`src/rtl/pipe_hazard_ctrl.sv`:
```
// pipe_hazard_ctrl: central stall/flush controller for the 5-stage pipeline.
// Drives the load/flush enables of the PC, IF/ID, ID/EX, EX/MEM and MEM/WB
// registers. Resolves load-use hazards, ID-stage branch redirects and
// multi-cycle data-memory waits, with a wait timeout and stall-cycle counter.
//
// Ports:
//   clk, rst_n            clock, asynchronous active-low reset
//   id_rs, id_rt          source fields of the instruction in ID
//   id_uses_rt            ID instruction reads rt
//   id_branch_taken       ID resolved a taken branch/jump this cycle
//   ex_mem_read, ex_rt    load in EX and its destination register
//   mem_req, dmem_ready   MEM-stage access in flight / completing
//   pc_load ... mem_wb_flush  pipeline register enables (combinational)
//   mem_error             sticky memory-wait timeout flag
//   stall_cycles          saturating count of cycles with pc_load=0
module pipe_hazard_ctrl #(
  parameter int unsigned MEM_TIMEOUT = 64,
  parameter int unsigned CNT_W       = 16
) (
  input  logic             clk,
  input  logic             rst_n,
  input  logic [4:0]       id_rs,
  input  logic [4:0]       id_rt,
  input  logic             id_uses_rt,
  input  logic             id_branch_taken,
  input  logic             ex_mem_read,
  input  logic [4:0]       ex_rt,
  input  logic             mem_req,
  input  logic             dmem_ready,
  output logic             pc_load,
  output logic             if_id_load,
  output logic             if_id_flush,
  output logic             id_ex_load,
  output logic             id_ex_flush,
  output logic             ex_mem_load,
  output logic             mem_wb_load,
  output logic             mem_wb_flush,
  output logic             mem_error,
  output logic [CNT_W-1:0] stall_cycles
);

  localparam int unsigned WAIT_W = $clog2(MEM_TIMEOUT + 1);

  typedef enum logic [1:0] {
    S_RUN      = 2'd0,
    S_MEM_WAIT = 2'd1,
    S_ERR      = 2'd2
  } state_t;

  state_t            state, state_nxt;
  logic [WAIT_W-1:0] wait_cnt, wait_cnt_nxt;
  logic [WAIT_W-1:0] wait_cnt_inc;
  logic              mem_stall;
  logic              load_use;

  // Hazard detection
  assign mem_stall = mem_req & ~dmem_ready;
  assign load_use  = ex_mem_read & (ex_rt != 5'd0) &
                     ((ex_rt == id_rs) | (id_uses_rt & (ex_rt == id_rt)));
  assign wait_cnt_inc = WAIT_W'(wait_cnt + WAIT_W'(1));

  // State, wait counter, stall counter and sticky error
  always_ff @(posedge clk or negedge rst_n) begin
    if (!rst_n) begin
      state        <= S_RUN;
      wait_cnt     <= '0;
      stall_cycles <= '0;
      mem_error    <= 1'b0;
    end else begin
      state    <= state_nxt;
      wait_cnt <= wait_cnt_nxt;
      if (state_nxt == S_ERR) begin
        mem_error <= 1'b1;
      end
      if (!pc_load && (stall_cycles != {CNT_W{1'b1}})) begin
        stall_cycles <= CNT_W'(stall_cycles + CNT_W'(1));
      end
    end
  end

  // Next state and pipeline enables; priority mem_stall > load_use > branch
  always_comb begin
    state_nxt    = state;
    wait_cnt_nxt = wait_cnt;
    pc_load      = 1'b1;
    if_id_load   = 1'b1;
    if_id_flush  = 1'b0;
    id_ex_load   = 1'b1;
    id_ex_flush  = 1'b0;
    ex_mem_load  = 1'b1;
    mem_wb_load  = 1'b1;
    mem_wb_flush = 1'b0;

    case (state)
      S_RUN, S_MEM_WAIT: begin
        if (mem_stall) begin
          // Freeze the front; bubble into MEM/WB so the stalled access is
          // not written back twice.
          pc_load      = 1'b0;
          if_id_load   = 1'b0;
          id_ex_load   = 1'b0;
          ex_mem_load  = 1'b0;
          mem_wb_flush = 1'b1;
        end else if (load_use) begin
          pc_load     = 1'b0;
          if_id_load  = 1'b0;
          id_ex_flush = 1'b1;
        end else if (id_branch_taken) begin
          if_id_flush = 1'b1;
        end

        if (state == S_RUN) begin
          if (mem_stall) begin
            state_nxt    = S_MEM_WAIT;
            wait_cnt_nxt = WAIT_W'(1);
          end
        end else begin
          // A dropped mem_req also counts as completion.
          if (!mem_stall) begin
            state_nxt    = S_RUN;
            wait_cnt_nxt = '0;
          end else if (wait_cnt_inc >= WAIT_W'(MEM_TIMEOUT)) begin
            state_nxt    = S_ERR;
            wait_cnt_nxt = wait_cnt_inc;
          end else begin
            wait_cnt_nxt = wait_cnt_inc;
          end
        end
      end

      S_ERR: begin
        pc_load     = 1'b0;
        if_id_load  = 1'b0;
        id_ex_load  = 1'b0;
        ex_mem_load = 1'b0;
        mem_wb_load = 1'b0;
      end

      default: begin
        state_nxt    = S_ERR;
        pc_load      = 1'b0;
        if_id_load   = 1'b0;
        id_ex_load   = 1'b0;
        ex_mem_load  = 1'b0;
        mem_wb_load  = 1'b0;
      end
    endcase

    // Hold the whole pipeline in reset: nothing loads, everything flushes.
    if (!rst_n) begin
      pc_load      = 1'b0;
      if_id_load   = 1'b0;
      if_id_flush  = 1'b1;
      id_ex_load   = 1'b0;
      id_ex_flush  = 1'b1;
      ex_mem_load  = 1'b0;
      mem_wb_load  = 1'b0;
      mem_wb_flush = 1'b1;
    end
  end

endmodule

```
`config.mk`:
```
export PLATFORM = sky130hd
export DESIGN_NAME = pipe_hazard_ctrl
export DESIGN_NICKNAME = d
export VERILOG_FILES = /design/src/rtl/pipe_hazard_ctrl.sv
export SDC_FILE = /design/constraint.sdc
export NUM_CORES = 1
export LEC_CHECK = 0
export CAP_MARGIN = 20
export CORE_MARGIN = 2
export CORE_UTILIZATION = 46
export CTS_BUF_LIST = sky130_fd_sc_hd__clkbuf_16
export DETAILED_ROUTE_END_ITERATION = 16
export GPL_TIMING_DRIVEN = 0
export PLACE_DENSITY = 0.76
export SLEW_MARGIN = 30
export SYNTH_ARGS = -nofsm -noshare
export SYNTH_HDL_FRONTEND = slang
export SYNTH_SLANG_ARGS = --single-unit
```
`constraint.sdc`:
```
create_clock -name clk -period 2.35 [get_ports clk]
set_input_delay 0.5875 -clock clk [delete_from_list [all_inputs] [get_ports clk]]
set_output_delay 0.5875 -clock clk [all_outputs]
set_load 0.02 [all_outputs]
```
Word level (Yosys, flattened, before mapping)
Cells that the tools add are included.

word-level totals
  bits in registers = 26
  input bits = 22
  logic and storage cells = 55

cells by class
  $add $sub $neg = 2
  order comparisons = 1
  eq/ne operators = 7
  muxes and demuxes = 29
  bitwise gates (word level) = 6
  reductions and logical operators = 6

operator list
  operator                                                               count
  1-bit two-way mux                                                      21
  7-bit two-way mux                                                      3
  16-bit by 1-bit adder with 16-bit output, second input constant        1
  16-bit inequality test, second input constant                          1
  5-bit equality test                                                    2
  2-bit two-way mux                                                      4
  7-bit by 1-bit adder with 7-bit output, second input constant          1
  7-bit >= comparator, second input constant                             1
  5-bit nonzero test                                                     1
  1-bit AND                                                              4
  2-bit equality test, second input constant                             2
  2-bit one-hot mux with 2 select lines                                  1
  2-bit by 1-bit equality test with 1-bit output, second input constant  1
  2-bit logical NOT                                                      1
  2-bit inequality test, second input constant                           1
  2-bit AND reduction                                                    1
  2-bit OR reduction                                                     1
  1-bit logical AND                                                      1
  1-bit logical NOT                                                      1
  1-bit NOT                                                              1
  1-bit bitwise OR                                                       1

Logic depth before layout (Yosys ltp)
Gate-level depths: netlist of the first run.

  word-level depth = 10
  depth in mapped cells = 8

Worst setup path after synthesis of the first run
No wires, ideal clock.

  path kind = in2out
  from = in ex_rt[1]
  to = out if_id_flush
  data arrival time = 1,915 ps
  data required time = 1,762 ps
  path slack = -152 ps
  stages = 4
  path buffers = 0
  cells stage by stage = or4_1 o21ai_2 nor2_1 o21ai_0

between the ends
  longest elaborated chain between the ends = 8
  elaborated cells on any way between the ends = 11
  those cells by class = eq/ne (2); mux (4); bitwise (4); reduce/logical (1)

RTL lines
  item                   RTL line  text
  start, declared        27        input logic [4:0] ex_rt,
  5-bit equality test    59        ((ex_rt == id_rs) | (id_uses_rt & (ex_rt == id_rt)));
  1-bit AND              59
  1-bit bitwise OR       59
  1-bit AND (*)          58        assign load_use = ex_mem_read & (ex_rt != 5'd0) &
  1-bit two-way mux (*)  104       end else if (load_use) begin
  1-bit two-way mux (*)  96        if (mem_stall) begin
  1-bit two-way mux (*)  94        case (state)
  1-bit two-way mux (*)  150       if (!rst_n) begin
  end, declared          32        output logic if_id_flush,

Every way passes the cells marked *; elsewhere a longest branch is shown, timed or not.

Worst setup path in the final report of the first run
  from = in id_rt[0]
  to = out pc_load

between the ends
  longest elaborated chain between the ends = 8

RTL lines
  item                 RTL line  text
  start, declared      23        input logic [4:0] id_rt,
  5-bit equality test  59
  1-bit AND            59
  1-bit bitwise OR     59
  1-bit AND            58
  1-bit two-way mux    104
  1-bit two-way mux    96
  1-bit two-way mux    94
  1-bit two-way mux    150
  end, declared        30        output logic pc_load,

No other way between the ends.

==> results of run 1 <==
## timing repair
action,in CTS,in global routing
pin swaps,17,3
setup endpoints to repair,19,6
resized for setup,89,3
buffers inserted,5,0
## worst max-delay path, stage by stage
cell     delay, ns
buf_6         0.10
xor2_2        0.17
nor4_2        0.31
a32oi_2       0.22
o21ai_4       0.21
inv_4         0.07
buf_6         0.12
buf_6         0.12
## power by group through the flow
stage,combinational (mW),sequential (mW),clock [mW]
after floorplan,0.0264,0.458,0
final,0.0903,0.450,0.491
after detailed placement,0.0848,0.458,0
after global routing,0.0978,0.449,0.521
after global placement,0.0836,0.458,0
after CTS,0.0887,0.449,0.500
## area by class of cell
cell class                      count  area [sq um]  share of cell area
Buffer                              4          26.3              0.0122
Multi-Input combinational cell    125           827               0.385
Timing Repair Buffer               51           463               0.215
Clock inverter                      1          30.0              0.0140
Clock buffer                        3          75.1              0.0349
Inverter                            5          21.3             0.00990
Sequential cell                    26           651               0.303
Tap cell                           44          55.1              0.0256
## flip-flops by register name, indices dropped and copies added (netlist names)
name          cells
stall_cycles     16
wait_cnt          7
mem_error         1
state             2
## path summary, 6_finish.rpt
path	startpoint	endpoint	slack, ns	depth (start not counted)
worst max-delay path	id_rt[0]	pc_load	-0.14	8
worst min-delay path	rst_n	wait_cnt[6]$_DFFE_PN0P_	0.18	1
worst max register to register	stall_cycles[0]$_DFFE_PN0P_	stall_cycles[4]$_DFFE_PN0P_	0.20	8
worst min register to register	mem_error$_DFFE_PN0N_	mem_error$_DFFE_PN0N_	0.49	2
max in group asynchronous	rst_n	stall_cycles[0]$_DFFE_PN0P_	1.95	1
min in group clk	mem_error$_DFFE_PN0N_	mem_error$_DFFE_PN0N_	0.49	2
## metal layers
layer / routed length [um] / up-vias
li1: - / 670
met1: 1610 / 691
met2: 1970 / 29
met3: 94 / 4
met4: 32 / 0
met5: 0 / -
## synthesized netlist by cell type, drive strengths merged, types with 4 or more instances
cell,instances
a31oi,5
and3,5
dfrtp,26
xor2,13
inv,5
xnor2,5
nand3,10
nor2,14
nor3,6
o21ai,10
nand2,25
nand4,4
a21oi,5
## kinds of logic (layout without fill, tap and decap cells)
kind of cell,after synthesis,in the layout,share of synthesized area
mux,4,4,0.0288
simple gates,74,74,0.256
buf+inv,9,64,0.0297
xor+xnor,18,18,0.107
flops,26,26,0.441
fa+ha+maj,2,2,0.0170
compound gates,27,27,0.120
==> metrics.yaml, run 1 <==
maxCapViolations: 0
wl_per_cell_um: 14.3
clk_latency_ns: 0.26
top_usage_layer: "met2"
synth-main-ff-cell: "dfrtp_1"
met3_usage: 0.0299
antenna_found_initial: 0
final_common_cell: "dfrtp_1"
grt_pass1_vias: 1356
clockPowerShare: 0.476
fillers: 244
slew_headroom: 0.549
crit_type: "in2out"
p_int_uw: 833
met2_usage: 0.399
gp_congestion: 0.828
placed_cells: 250
ios: 47
synth_top_cell_by_area: "dfrtp_1"
switching_share: 0.192
critical_path.max_fanout: 4
nets: 240
grtUsageTotal: 0.229
grt_max_degree: 32
setup_viol: 5
synth_edf_count: 0
postCtsHoldBufs: 0
syn_area_per_cell_sq_um: 9.22
drc_errors: 0
power_density_nw_per_um2: 480
clock_tree.root_cell: "clkbuf_16"
wirelength_mm: 3.71
combPwrFrac: 0.088
dr.pass1.iters: 4
layout.cells.non_filler: 259
grt_pass1_wl_mm: 6.30
syn_nets: 184
final_cell_mix: "dfrtp_1, nand2_1, clkdlybuf4s50_1"
fin_setup_tns_ns: -0.340
clk_pin_slew_ns: 0.07
dpl.hpwl_mm: 2.59
end_kind: "primary output"
p_switching_uw: 198
port_buffers: 46
cts_tree: "yes"
synthTopCellsByArea: "dfrtp_1, xor2_1, nand2_1"
fin_crit_sh: 1.06
startpoint_type: "input port"
whs_ns: 0.179
die_area_sq_um: 3680
dpl_worst_slack_ns: -1.16
fin_area_sq_um: 2150
die_h_um: 60.6
rows: 20
antenna_left: 0
gr-usage-met1: 0.292
finalMaxSlewViolations: 0
hold_viol_final: 0
synth_top_area_frac: 0.441
syn-cell-area_sq_um: 1480
fmax_ghz: 0.402
yosys_warnings: 0
critical_path_required_ns: 1.76
overflow: 0
final_util: 0.704
async_flop_share: 1.00
p_leak_nw: 0.892
syn_inst: 160
skew_ns: 0.00529
ys_ff_latch: 26
power.share.sequential: 0.436
placed_area_sq_um: 1990
synth_cell_types: 38
cts_sinks: 26
finalWorstSetupSlack_ns: -0.138
hold_class: "in2async"
worst_pin_slew_ns: 0.669
area.growth.synth_to_final_pct: 45.6
core_area_sq_um: 3050
layout-drive-gt1-share: 0.200
routed_via_density: 5.38
via_count: 1394
diodes: 0
finalPower_mw: 1.03
rsz0062_at_grt: "true"
period_needed_ns: 2.49
initial_utilization: 0.483
arrival_ns: 1.90
seq_area_frac_synth: 0.441
cts.path.max_buffers: 2
die_x_um: 60.6
htreeDepth: 1
status: "complete, but fails checks"
cts_buffers: 3
drtIter0Drc: 66
violations: "negative setup slack"
ir_drop_uv: 278
Power figures use the tool's default switching activity.
==> run 2: changes to the inputs <==
--- a/config.mk
+++ b/config.mk
@@ -9,6 +9,7 @@
 export CORE_MARGIN = 2
 export CORE_UTILIZATION = 46
 export CTS_BUF_LIST = sky130_fd_sc_hd__clkbuf_16
+export CTS_CLUSTER_SIZE = 25
 export DETAILED_ROUTE_END_ITERATION = 16
 export GPL_TIMING_DRIVEN = 0
 export PLACE_DENSITY = 0.76
==> results of run 2 <==
Final layout, timing and power as in run 1 (identical DEF).
